## config.mk

```make
export PLATFORM = sky130hd
export DESIGN_NAME = barrel_multiplication
export DESIGN_NICKNAME = d
export VERILOG_FILES = /design/src/rtl/barrel_pkg.sv /design/src/rtl/barrel_stage.sv /design/src/rtl/barrel_multiplication.sv
export SDC_FILE = /design/constraint.sdc
export NUM_CORES = 1
export LEC_CHECK = 0
export BUFFER_PORTS_ARGS = -buffer_cell sky130_fd_sc_hd__buf_2
export CORE_AREA = 8 8 45 47
export CTS_BUF_LIST = sky130_fd_sc_hd__clkbuf_4 sky130_fd_sc_hd__clkbuf_8 sky130_fd_sc_hd__clkbuf_16
export DETAILED_ROUTE_END_ITERATION = 12
export DIE_AREA = 0 0 53 55
export HOLD_SLACK_MARGIN = 0.06
export REMOVE_ABC_BUFFERS = 1
export SETUP_SLACK_MARGIN = 0.05
export SKIP_LAST_GASP = 1
export SLEW_MARGIN = 20
export SYNTH_ARGS = -nofsm -noshare
export SYNTH_HDL_FRONTEND = slang
export SYNTH_HIERARCHICAL = 1
export SYNTH_SLANG_ARGS = --single-unit
```

## constraint.sdc

```tcl
create_clock -name clk -period 1.9 [get_ports clk]
set_input_delay 0.38 -clock clk [delete_from_list [all_inputs] [get_ports clk]]
set_output_delay 0.38 -clock clk [all_outputs]
set_load 0.01 [all_outputs]
```

## src/rtl/barrel_pkg.sv

```systemverilog
// Shared constants and helpers for the power-of-two multiply unit.
package barrel_pkg;

    localparam int DEF_WIDTH   = 4;
    localparam int DEF_SHIFT_W = 2;

    // Largest exponent a SHIFT_W-bit shift_n can encode.
    function automatic int max_shift(input int shift_w);
        return (1 << shift_w) - 1;
    endfunction

endpackage

```

## src/rtl/barrel_stage.sv

```systemverilog
// One barrel level: optional left shift by DIST with zero fill.
// Also reports whether any shifted-out bit disagrees with the operand sign.
module barrel_stage #(
    parameter int WIDTH = 4,
    parameter int DIST  = 1
) (
    input  logic [WIDTH-1:0] data,
    input  logic             enable,
    input  logic             sign,
    output logic [WIDTH-1:0] shifted,
    output logic             ovf
);

    generate
        if (DIST >= WIDTH) begin : g_flush
            // Every bit leaves the word, so all of them must match the sign.
            assign shifted = enable ? '0 : data;
            assign ovf     = enable && (data != {WIDTH{sign}});
        end else begin : g_shift
            assign shifted = enable ? {data[WIDTH-1-DIST:0], {DIST{1'b0}}} : data;
            assign ovf     = enable && (data[WIDTH-1 -: DIST] != {DIST{sign}});
        end
    endgenerate

endmodule

```

## src/rtl/barrel_multiplication.sv

```systemverilog
// Registered y = x * 2^shift_n via a log barrel shifter, with signed overflow.
module barrel_multiplication
    import barrel_pkg::*;
#(
    parameter int WIDTH   = DEF_WIDTH,
    parameter int SHIFT_W = DEF_SHIFT_W
) (
    input  logic               clk,
    input  logic               rst,
    input  logic [WIDTH-1:0]   x,
    input  logic [SHIFT_W-1:0] shift_n,
    input  logic               in_valid,
    output logic [WIDTH-1:0]   y,
    output logic               overflow,
    output logic               out_valid
);

    logic [SHIFT_W:0][WIDTH-1:0] stage_data;
    logic [SHIFT_W-1:0]          stage_ovf;
    logic                        sign;
    logic                        ovf_comb;

    assign sign          = x[WIDTH-1];
    assign stage_data[0] = x;

    for (genvar k = 0; k < SHIFT_W; k++) begin : g_stage
        barrel_stage #(
            .WIDTH (WIDTH),
            .DIST  (2 ** k)
        ) u_stage (
            .data    (stage_data[k]),
            .enable  (shift_n[k]),
            .sign    (sign),
            .shifted (stage_data[k+1]),
            .ovf     (stage_ovf[k])
        );
    end

    // Lost bits must all equal the sign, and the surviving MSB must too.
    assign ovf_comb = (|stage_ovf) | (stage_data[SHIFT_W][WIDTH-1] != sign);

    always_ff @(posedge clk) begin
        if (rst) begin
            y         <= '0;
            overflow  <= 1'b0;
            out_valid <= 1'b0;
        end else begin
            out_valid <= in_valid;
            if (in_valid) begin
                y        <= stage_data[SHIFT_W];
                overflow <= ovf_comb;
            end
        end
    end

endmodule

```

==> results of run 1 <==
## worst max-delay path, stage by stage
cell and delay (ps):
buf_2 120, mux2_2 350, or3_1 360, and3_1 180
nor2_1 120, a311oi_2 100
## area by class of cell
class	instances	area, um^2
fillers	158	947
multi-input cells	26	204
flip-flops and latches	6	120
repair buffers	14	70.1
clock buffers	3	22.5
well taps	16	20.0
## Yosys cell counts
cell and n:
dfxtp_1 6, nor2_1 6, mux2i_1 4, mux2_2 3, nor2b_1 3, mux2_1 2
a311oi_2 1, and2_2 1, and2b_2 1, and3_1 1, buf_6 1, nand3_1 1
or3_1 1, xnor2_1 1, xor2_1 1
## power groups by stage
| stage | Sequential (mW) | Clock [mW] | Combinational, mW |
|---|---|---|---|
| final | 0.137 | 0.114 | 0.0648 |
| after global routing | 0.138 | 0.134 | 0.0731 |
| after CTS | 0.137 | 0.125 | 0.0663 |
| after detailed placement | 0.139 | 0 | 0.0661 |
| after global placement | 0.139 | 0 | 0.0652 |
| after floorplan | 0.143 | 0 | 0.0337 |
## worst paths after layout
path	endpoint	from
worst min-delay path	overflow$_SDFFE_PP0P_	rst
worst min register to register	y[0]$_SDFFE_PP0P_	y[0]$_SDFFE_PP0P_
worst max-delay path	overflow$_SDFFE_PP0P_	shift_n[0]
worst max register to register	overflow$_SDFFE_PP0P_	overflow$_SDFFE_PP0P_
## metal layers
metal	wire length (um)	global-route usage [%]
met1	308	5.93
met2	308	8.40
met3	88	2.67
met4	0	5.17
met5	0	0
## layout by cell type (no fill, tap or decap)
cell type | synthesis | routed
buf_2 | 0 | 14
nor2_1 | 6 | 6
dfxtp_1 | 6 | 6
mux2i_1 | 4 | 4
nor2b_1 | 3 | 3
clkbuf_4 | 0 | 3
mux2_2 | 3 | 3
mux2_1 | 2 | 2
xnor2_1 | 1 | 1
a311oi_2 | 1 | 1
and2b_2 | 1 | 1
xor2_1 | 1 | 1
and2_2 | 1 | 1
nand3_1 | 1 | 1
or3_1 | 1 | 1
and3_1 | 1 | 1
## metrics by stage
step	std cells	cell area, um^2	hold WS (ps)	utilization [%]	setup slack [ps]
2_1_floorplan	32	324	448	-	336
3_3_place_gp	62	414	467	29.9	157
3_5_place_dp	62	414	475	29.9	148
4_1_cts	65	437	374	31.6	415
5_1_grt	65	437	386	31.6	346
6_report	65	437	385	31.6	403
## flip-flops by register name, indices dropped and copies added (netlist names)
signal,flops
overflow,1
out_valid,1
y,4
## cells by family after synthesis
group                  Yosys count
AND/OR/NAND/NOR                 14
XOR/XNOR                         2
flip-flops                       6
buffers and inverters            1
multiplexers                     9
AO/OA/AOI/OAI                    1
==> results_dict.tcl, run 1 <==
set metrics [dict create \
    synthCells 33 \
    area_growth_pct 30.2 \
    ys_types 15 \
    rsz0062_at_grt "no" \
    ios 15 \
    antenna_found_initial 0 \
    fin_skew_ps 0 \
    postRouteAntennaNets 0 \
    ctsResizeCount 0 \
    via_per_inst 4.25 \
    tightest_slew_ps 177 \
    drv_cap 0 \
    cts_max_path_buffers 2 \
    cts_tree "built" \
    grt_pass1_vias 301 \
    cp_max_fo 5 \
    drv_slew 0 \
    cp-end-kind "flip-flop" \
    first_pass_iters 1 \
    seq_power_share_pct 43.4 \
    yosys.area.top_type "dfxtp_1" \
    ys_seq_area_share_pct 35.8 \
    finalWeightedCongestion 0.696 \
    worstSetupPathType "input pin to flip-flop" \
    synth_xor_area_share_pct 5.22 \
    setup_tns_ps 0 \
    placementRows 14 \
    fin_crit_sh_pct 78.8 \
    io_buffers 14 \
    drcViolationCount 0 \
    avgSynthCellArea_um2 10.2 \
    grt_usage_pct 5.68 \
    layout.nets 60 \
    die_w_um 53 \
    ys_warn_count 6 \
    combPwrFrac_pct 20.5 \
    cts.clk_slew.worst_paths_ps 40 \
    status "finished clean" \
    crit_path_start_kind "input pin" \
    setup_viol 0 \
    grt_overflow 0 \
    r2r_cells 2 \
    vias 276 \
    synth-compound-area-share_pct 4.48 \
    ys_ff_latch 6 \
    post-route-min-period_ps 1500 \
    synthSimpleGateAreaFrac_pct 22.4 \
    p_switching_mw 0.0766 \
    rrSetupSlack_ps 1230 \
    grt_pass1_wl_um 1210 \
    switching_share_pct 24.3 \
    worstSkewPairLatency_ps 240 \
    dieArea_mm2 0.00292 \
    routedWlPerCell_um 10.8 \
    htree_levels 1 \
    die_height_um 55 \
    p_leak_nw 0.210 \
    relSlewSlack_pct 88.2 \
    grt_max_degree 8 \
    syn-cell-area_um2 335 \
    pwr-share-clk_pct 36.1 \
    yosysTopAreaCellShare_pct 35.8 \
    synthAdderAreaFrac_pct 0 \
    cts-root-buf "clkbuf_4" \
    p_per_area_mw_per_mm2 722 \
    finalHoldViolCount 0 \
    ys_top_cells_by_area "dfxtp_1, mux2i_1, mux2_2" \
    timing.fmax_mhz 668 \
    drt_iter0_drc 0 \
    cts_hold_buf 0 \
    cp.required_ps 2010 \
    cts.sinks 6 \
    core-area_mm2 0.00138 \
    start_util_pct 24.2 \
    min_path_cells 2 \
    synth_top_family_by_area "multiplexers" \
    power_mw 0.315 \
    yosys-mux-area-fraction_pct 28.7 \
    drive_above_1_share_pct 46.9 \
    p_int_mw 0.239 \
    hp-class "input pin to flip-flop" \
    antenna_cells 0 \
    drt-total-wl_um 705 \
    cts_inserted_buffers 3 \
    arrival_ps 1610 \
    irDropWorstVdd_uv 167 \
    post_cts_buffers 0 \
]
No activity file was read; power rests on OpenSTA's default activity.
==> inputs of run 2 (changes only) <==
==> constraint.sdc (replaced) <==
create_clock -name clk -period 1.5 [get_ports clk]
set_input_delay 0.3 -clock clk [delete_from_list [all_inputs] [get_ports clk]]
set_output_delay 0.3 -clock clk [all_outputs]
set_load 0.01 [all_outputs]
==> results_dict.tcl, run 2 (synthesis results as in run 1) <==
set metrics [dict create \
    grt_pass1_wl_um 1170 \
    dieArea_mm2 0.00292 \
    cts_max_path_buffers 2 \
    hold_ws_ps 300 \
    p_per_area_mw_per_mm2 884 \
    worstSetupPathType "input pin to flip-flop" \
    grt_overflow 0 \
    via_per_inst 4.29 \
    min_path_cells 2 \
    antenna_found_initial 0 \
    drt_iter0_drc 5 \
    dpl_cell_area_um2 437 \
    setup_viol 0 \
    cts_hold_buf 0 \
    cp_max_fo 5 \
    drv_slew 0 \
    rsz0062_at_grt "no" \
    min_to "overflow$_SDFFE_PP0P_" \
    multi_input_area_um2 214 \
    rrSetupSlack_ps 830 \
    cp.required_ps 1610 \
    post-route-min-period_ps 1390 \
    fin_skew_ps 0 \
    p_leak_nw 0.233 \
    core-area_mm2 0.00138 \
    setup_tns_ps 0 \
    arrival_ps 1500 \
    area_growth_pct 39.9 \
    ctsResizeCount 0 \
    drv_cap 0 \
    status "finished clean" \
    die_height_um 55 \
    finalHoldViolCount 0 \
    final_cell_mix "buf_2, dfxtp_1, nor2_1" \
    layout.nets 63 \
    start_util_pct 24.2 \
    tightest_slew_ps 177 \
    cts_tree "built" \
    drive_above_1_share_pct 51.9 \
    irDropWorstVdd_uv 173 \
    reg_top3 "y x4, out_valid x1, overflow x1" \
    cts-root-buf "clkbuf_4" \
    rr_endpoint "overflow$_SDFFE_PP0P_" \
    timing.fmax_mhz 721 \
    io_buffers 14 \
    grt_pass1_vias 294 \
    fin_crit_sh_pct 92.4 \
    first_pass_iters 3 \
    antenna_cells 0 \
    r2r_cells 2 \
    final_cell_area_um2 469 \
    placementRows 14 \
    ios 15 \
    cts.clk_slew.worst_paths_ps 40 \
    grt_max_degree 8 \
    worstHoldStart "rst" \
    post_cts_buffers 0 \
    worstSkewPairLatency_ps 240 \
    htree_levels 1 \
    die_w_um 53 \
    largest_reg_flops 4 \
    vias 292 \
    regMostFlops "y" \
    cts_inserted_buffers 3 \
    crit_path_start_kind "input pin" \
    r2r_start "overflow$_SDFFE_PP0P_" \
    hpwl_um 562 \
    drt-total-wl_um 702 \
    grt_usage_pct 5.57 \
    postRouteAntennaNets 0 \
    cts.sinks 6 \
    nFillCells 162 \
    seq_area_um2 120 \
    final_common_cell "buf_2" \
    cp-end-kind "flip-flop" \
    hp-class "input pin to flip-flop" \
    drcViolationCount 0 \
    finalWeightedCongestion 0.742 \
    routedWlPerCell_um 10.3 \
    relSlewSlack_pct 88.2 \
]
## run 2: layout make-up
| cell class | count | share of cell area [%] |
|---|---|---|
| flip-flops and latches | 6 | 25.6 |
| multi-input cells | 26 | 45.6 |
| repair buffers | 17 | 19.7 |
| well taps | 16 | 4.27 |
| clock buffers | 3 | 4.80 |
## run 2: per-layer routing
| layer | vias to the layer above | share of wire [%] | GRT usage (%) |
|---|---|---|---|
| met3 | 2 | 14 | 2.41 |
| met5 | - | 0 | 0 |
| li1 | 152 | - | - |
| met1 | 126 | 44 | 5.93 |
| met4 | 0 | 2.0 | 6.47 |
| met2 | 12 | 40 | 7.62 |
## run 2: worst max-delay path by stage
stage                     depth (start not counted)                     to  startpoint  slack (ps)
after global placement                            6  overflow$_SDFFE_PP0P_  shift_n[0]        -170
after detailed placement                          6  overflow$_SDFFE_PP0P_  shift_n[0]        -180
after global routing                              6  overflow$_SDFFE_PP0P_  shift_n[0]          70
after CTS                                         6  overflow$_SDFFE_PP0P_  shift_n[0]          70
final                                             6  overflow$_SDFFE_PP0P_  shift_n[0]         110
after floorplan                                   5  overflow$_SDFFE_PP0P_  shift_n[0]          20
## run 2: per-stage QoR
stage	utilization [%]	std cells	worst slack [ps]	total power [mW]
finish	33.9	68	114	0.415
global route	33.9	68	65.6	0.445
CTS	33.2	68	71.5	0.416
detailed placement	31.6	65	-176	0.268
global placement	31.6	65	-170	0.267
floorplan	-	32	16.4	0.224
## run 2: report_power, final
| part | internal, mW | switching (mW) | total (mW) | leakage, nW |
|---|---|---|---|---|
| sequential | 0.170 | 0.00376 | 0.173 | 0.0494 |
| combinational | 0.0530 | 0.0418 | 0.0948 | 0.170 |
| clock | 0.0904 | 0.0562 | 0.147 | 0.0138 |
## run 2: critical path: stages
cell and delay [ps]:
buf_2 140, mux2_4 310, or3_1 360, and3_1 190, nor2_2 110, a311oi_2 90
==> inputs of run 3 (changes only) <==
--- a/config.mk
+++ b/config.mk
@@ -17,5 +17,4 @@
 export SLEW_MARGIN = 20
 export SYNTH_ARGS = -nofsm -noshare
 export SYNTH_HDL_FRONTEND = slang
-export SYNTH_HIERARCHICAL = 1
 export SYNTH_SLANG_ARGS = --single-unit
==> results_dict.tcl, run 3 <==
set metrics [dict create \
    irDropWorstVdd_uv 501 \
    rrSetupSlack_ps 830 \
    setup_tns_ps 0 \
    cts-root-buf "clkbuf_4" \
    start_util_pct 24.6 \
    syn-cell-area_um2 340 \
    power_mw 0.398 \
    final_cell_area_um2 433 \
    yosys.area.top_type "dfxtp_1" \
    finalHoldViolCount 0 \
    cp.required_ps 1660 \
    worstSetupPathType "input pin to flip-flop" \
    die_w_um 53 \
    status "finished clean" \
    worstSkewPairLatency_ps 240 \
    cts.sinks 6 \
    grt_max_degree 12 \
    cp.depth 4 \
    grt_pass1_vias 285 \
    ys_seq_area_share_pct 35.3 \
    r2r_cells 2 \
    drt-total-wl_um 731 \
    routedWlPerCell_um 10.3 \
    grt_usage_pct 5.90 \
    ys_dominant_reg_cell "dfxtp_1" \
    startpoint "shift_n[1]" \
    final_common_cell "buf_2" \
    dieArea_mm2 0.00292 \
    core-area_mm2 0.00138 \
    drt_iter0_drc 6 \
    tightest_slew_ps 169 \
    ys_types 18 \
    cts_inserted_buffers 3 \
    worstHoldStart "rst" \
    ys_top_cells_by_area "dfxtp_1, mux2i_1, nor2_1" \
    area_growth_pct 27.2 \
    synth-edff-count 0 \
    antenna_cells 0 \
    critPathSlowestCell "or3_1" \
    crit_path_start_kind "input pin" \
    vias 321 \
    max_stage_delay_ps 380 \
    synthCells 41 \
    fin_skew_ps 0 \
    drive_above_1_share_pct 32.7 \
    avgSynthCellArea_um2 8.30 \
    post_cts_buffers 0 \
    fin_crit_sh_pct 68.4 \
    p_per_area_mw_per_mm2 919 \
    timing.fmax_mhz 974 \
    yosysTopAreaCellShare_pct 35.3 \
    min_path_cells 2 \
    synthTopCellsByCount "dfxtp_1, mux2i_1, nor2_1" \
    cp_max_fo 11 \
    relSlewSlack_pct 88.4 \
    p_leak_nw 0.206 \
    drv_cap 0 \
    cts_tree "built" \
    layout.nets 66 \
    arrival_ps 1190 \
    first_pass_iters 4 \
    regMostFlops "y" \
    hp-class "input pin to flip-flop" \
    r2r_start "overflow$_SDFFE_PP0P_" \
    grt_pass1_wl_um 1220 \
    crit_family "simple AND/OR/NAND/NOR gates" \
    cp-end-kind "flip-flop" \
    rsz0062_at_grt "no" \
    finalWeightedCongestion 0.809 \
    ys_ff_latch 6 \
    postRouteAntennaNets 0 \
    die_height_um 55 \
    drv_slew 0 \
    drcViolationCount 0 \
    io_buffers 14 \
    reg_top3 "y x4, out_valid x1, overflow x1" \
    ys_warn_count 0 \
    ios 15 \
    rr_endpoint "overflow$_SDFFE_PP0P_" \
    setup_viol 0 \
    min_to "overflow$_SDFFE_PP0P_" \
    htree_levels 1 \
    dpl_cell_area_um2 410 \
    grt_overflow 0 \
    antenna_found_initial 0 \
    synthArstFlopShare_pct 0 \
    cts.clk_slew.worst_paths_ps 40 \
    cp_cell_sequence "buf_2 -> a21oi_1 -> or3_1 -> a311oi_2" \
    post-route-min-period_ps 1030 \
    final_cell_mix "buf_2, nor2_1, mux2i_1, dfxtp_1" \
    via_per_inst 4.52 \
    ctsResizeCount 0 \
    cts_max_path_buffers 2 \
    largest_reg_flops 4 \
    placementRows 14 \
    crit_buf_inv 1 \
    cts_hold_buf 0 \
]
run 3: worst register-to-register path: stages (launching register included):
cell and delay [ps]:
dfxtp_1 320, nor2_1 50, a311oi_2 220
run 3: cells by family (layout without fill, tap and decap cells):
group	after synthesis	count (layout)	share of synthesized area, %
compound gates	10	10	19.5
simple gates	15	15	20.6
flops	6	6	35.3
mux	6	6	17.6
buf+inv	4	18	6.98
run 3: routing by layer:
layer / wire [um] / track usage, %
met2: 303 / 8.01
met1: 323 / 6.09
met3: 104 / 6.42
met4: 0 / 1.29
met5: 0 / 0
run 3: metrics by stage:
step	setup slack, ps	hold WS [ps]	utilization (%)	instances
floorplan	444	368	-	38
global placement	247	461	29.7	68
detailed placement	213	458	29.7	68
CTS	477	296	31.3	71
global route	432	312	31.3	71
finish	474	303	31.3	71
run 3: how the worst max path moves through the flow:
| stage | slack [ps] | to |
|---|---|---|
| 6_report | 470 | overflow$_SDFFE_PP0P_ |
| 5_1_grt | 430 | overflow$_SDFFE_PP0P_ |
| 4_1_cts | 480 | overflow$_SDFFE_PP0P_ |
| 3_5_place_dp | 210 | overflow$_SDFFE_PP0P_ |
| 3_3_place_gp | 250 | overflow$_SDFFE_PP0P_ |
| 2_1_floorplan | 440 | overflow$_SDFFE_PP0P_ |
run 3: where the power goes:
part           switching, mW  internal (mW)
Clock                 0.0562         0.0903
Sequential           0.00369          0.170
Combinational         0.0424         0.0354
run 3: final cells by class:
cell class / instances / area [um^2]
Fill cell: 153 / 951
Sequential cell: 6 / 120
Inverter: 1 / 3.75
Tap cell: 16 / 20.0
Multi-Input combinational cell: 31 / 196
Clock buffer: 3 / 22.5
Timing Repair Buffer: 14 / 70.1
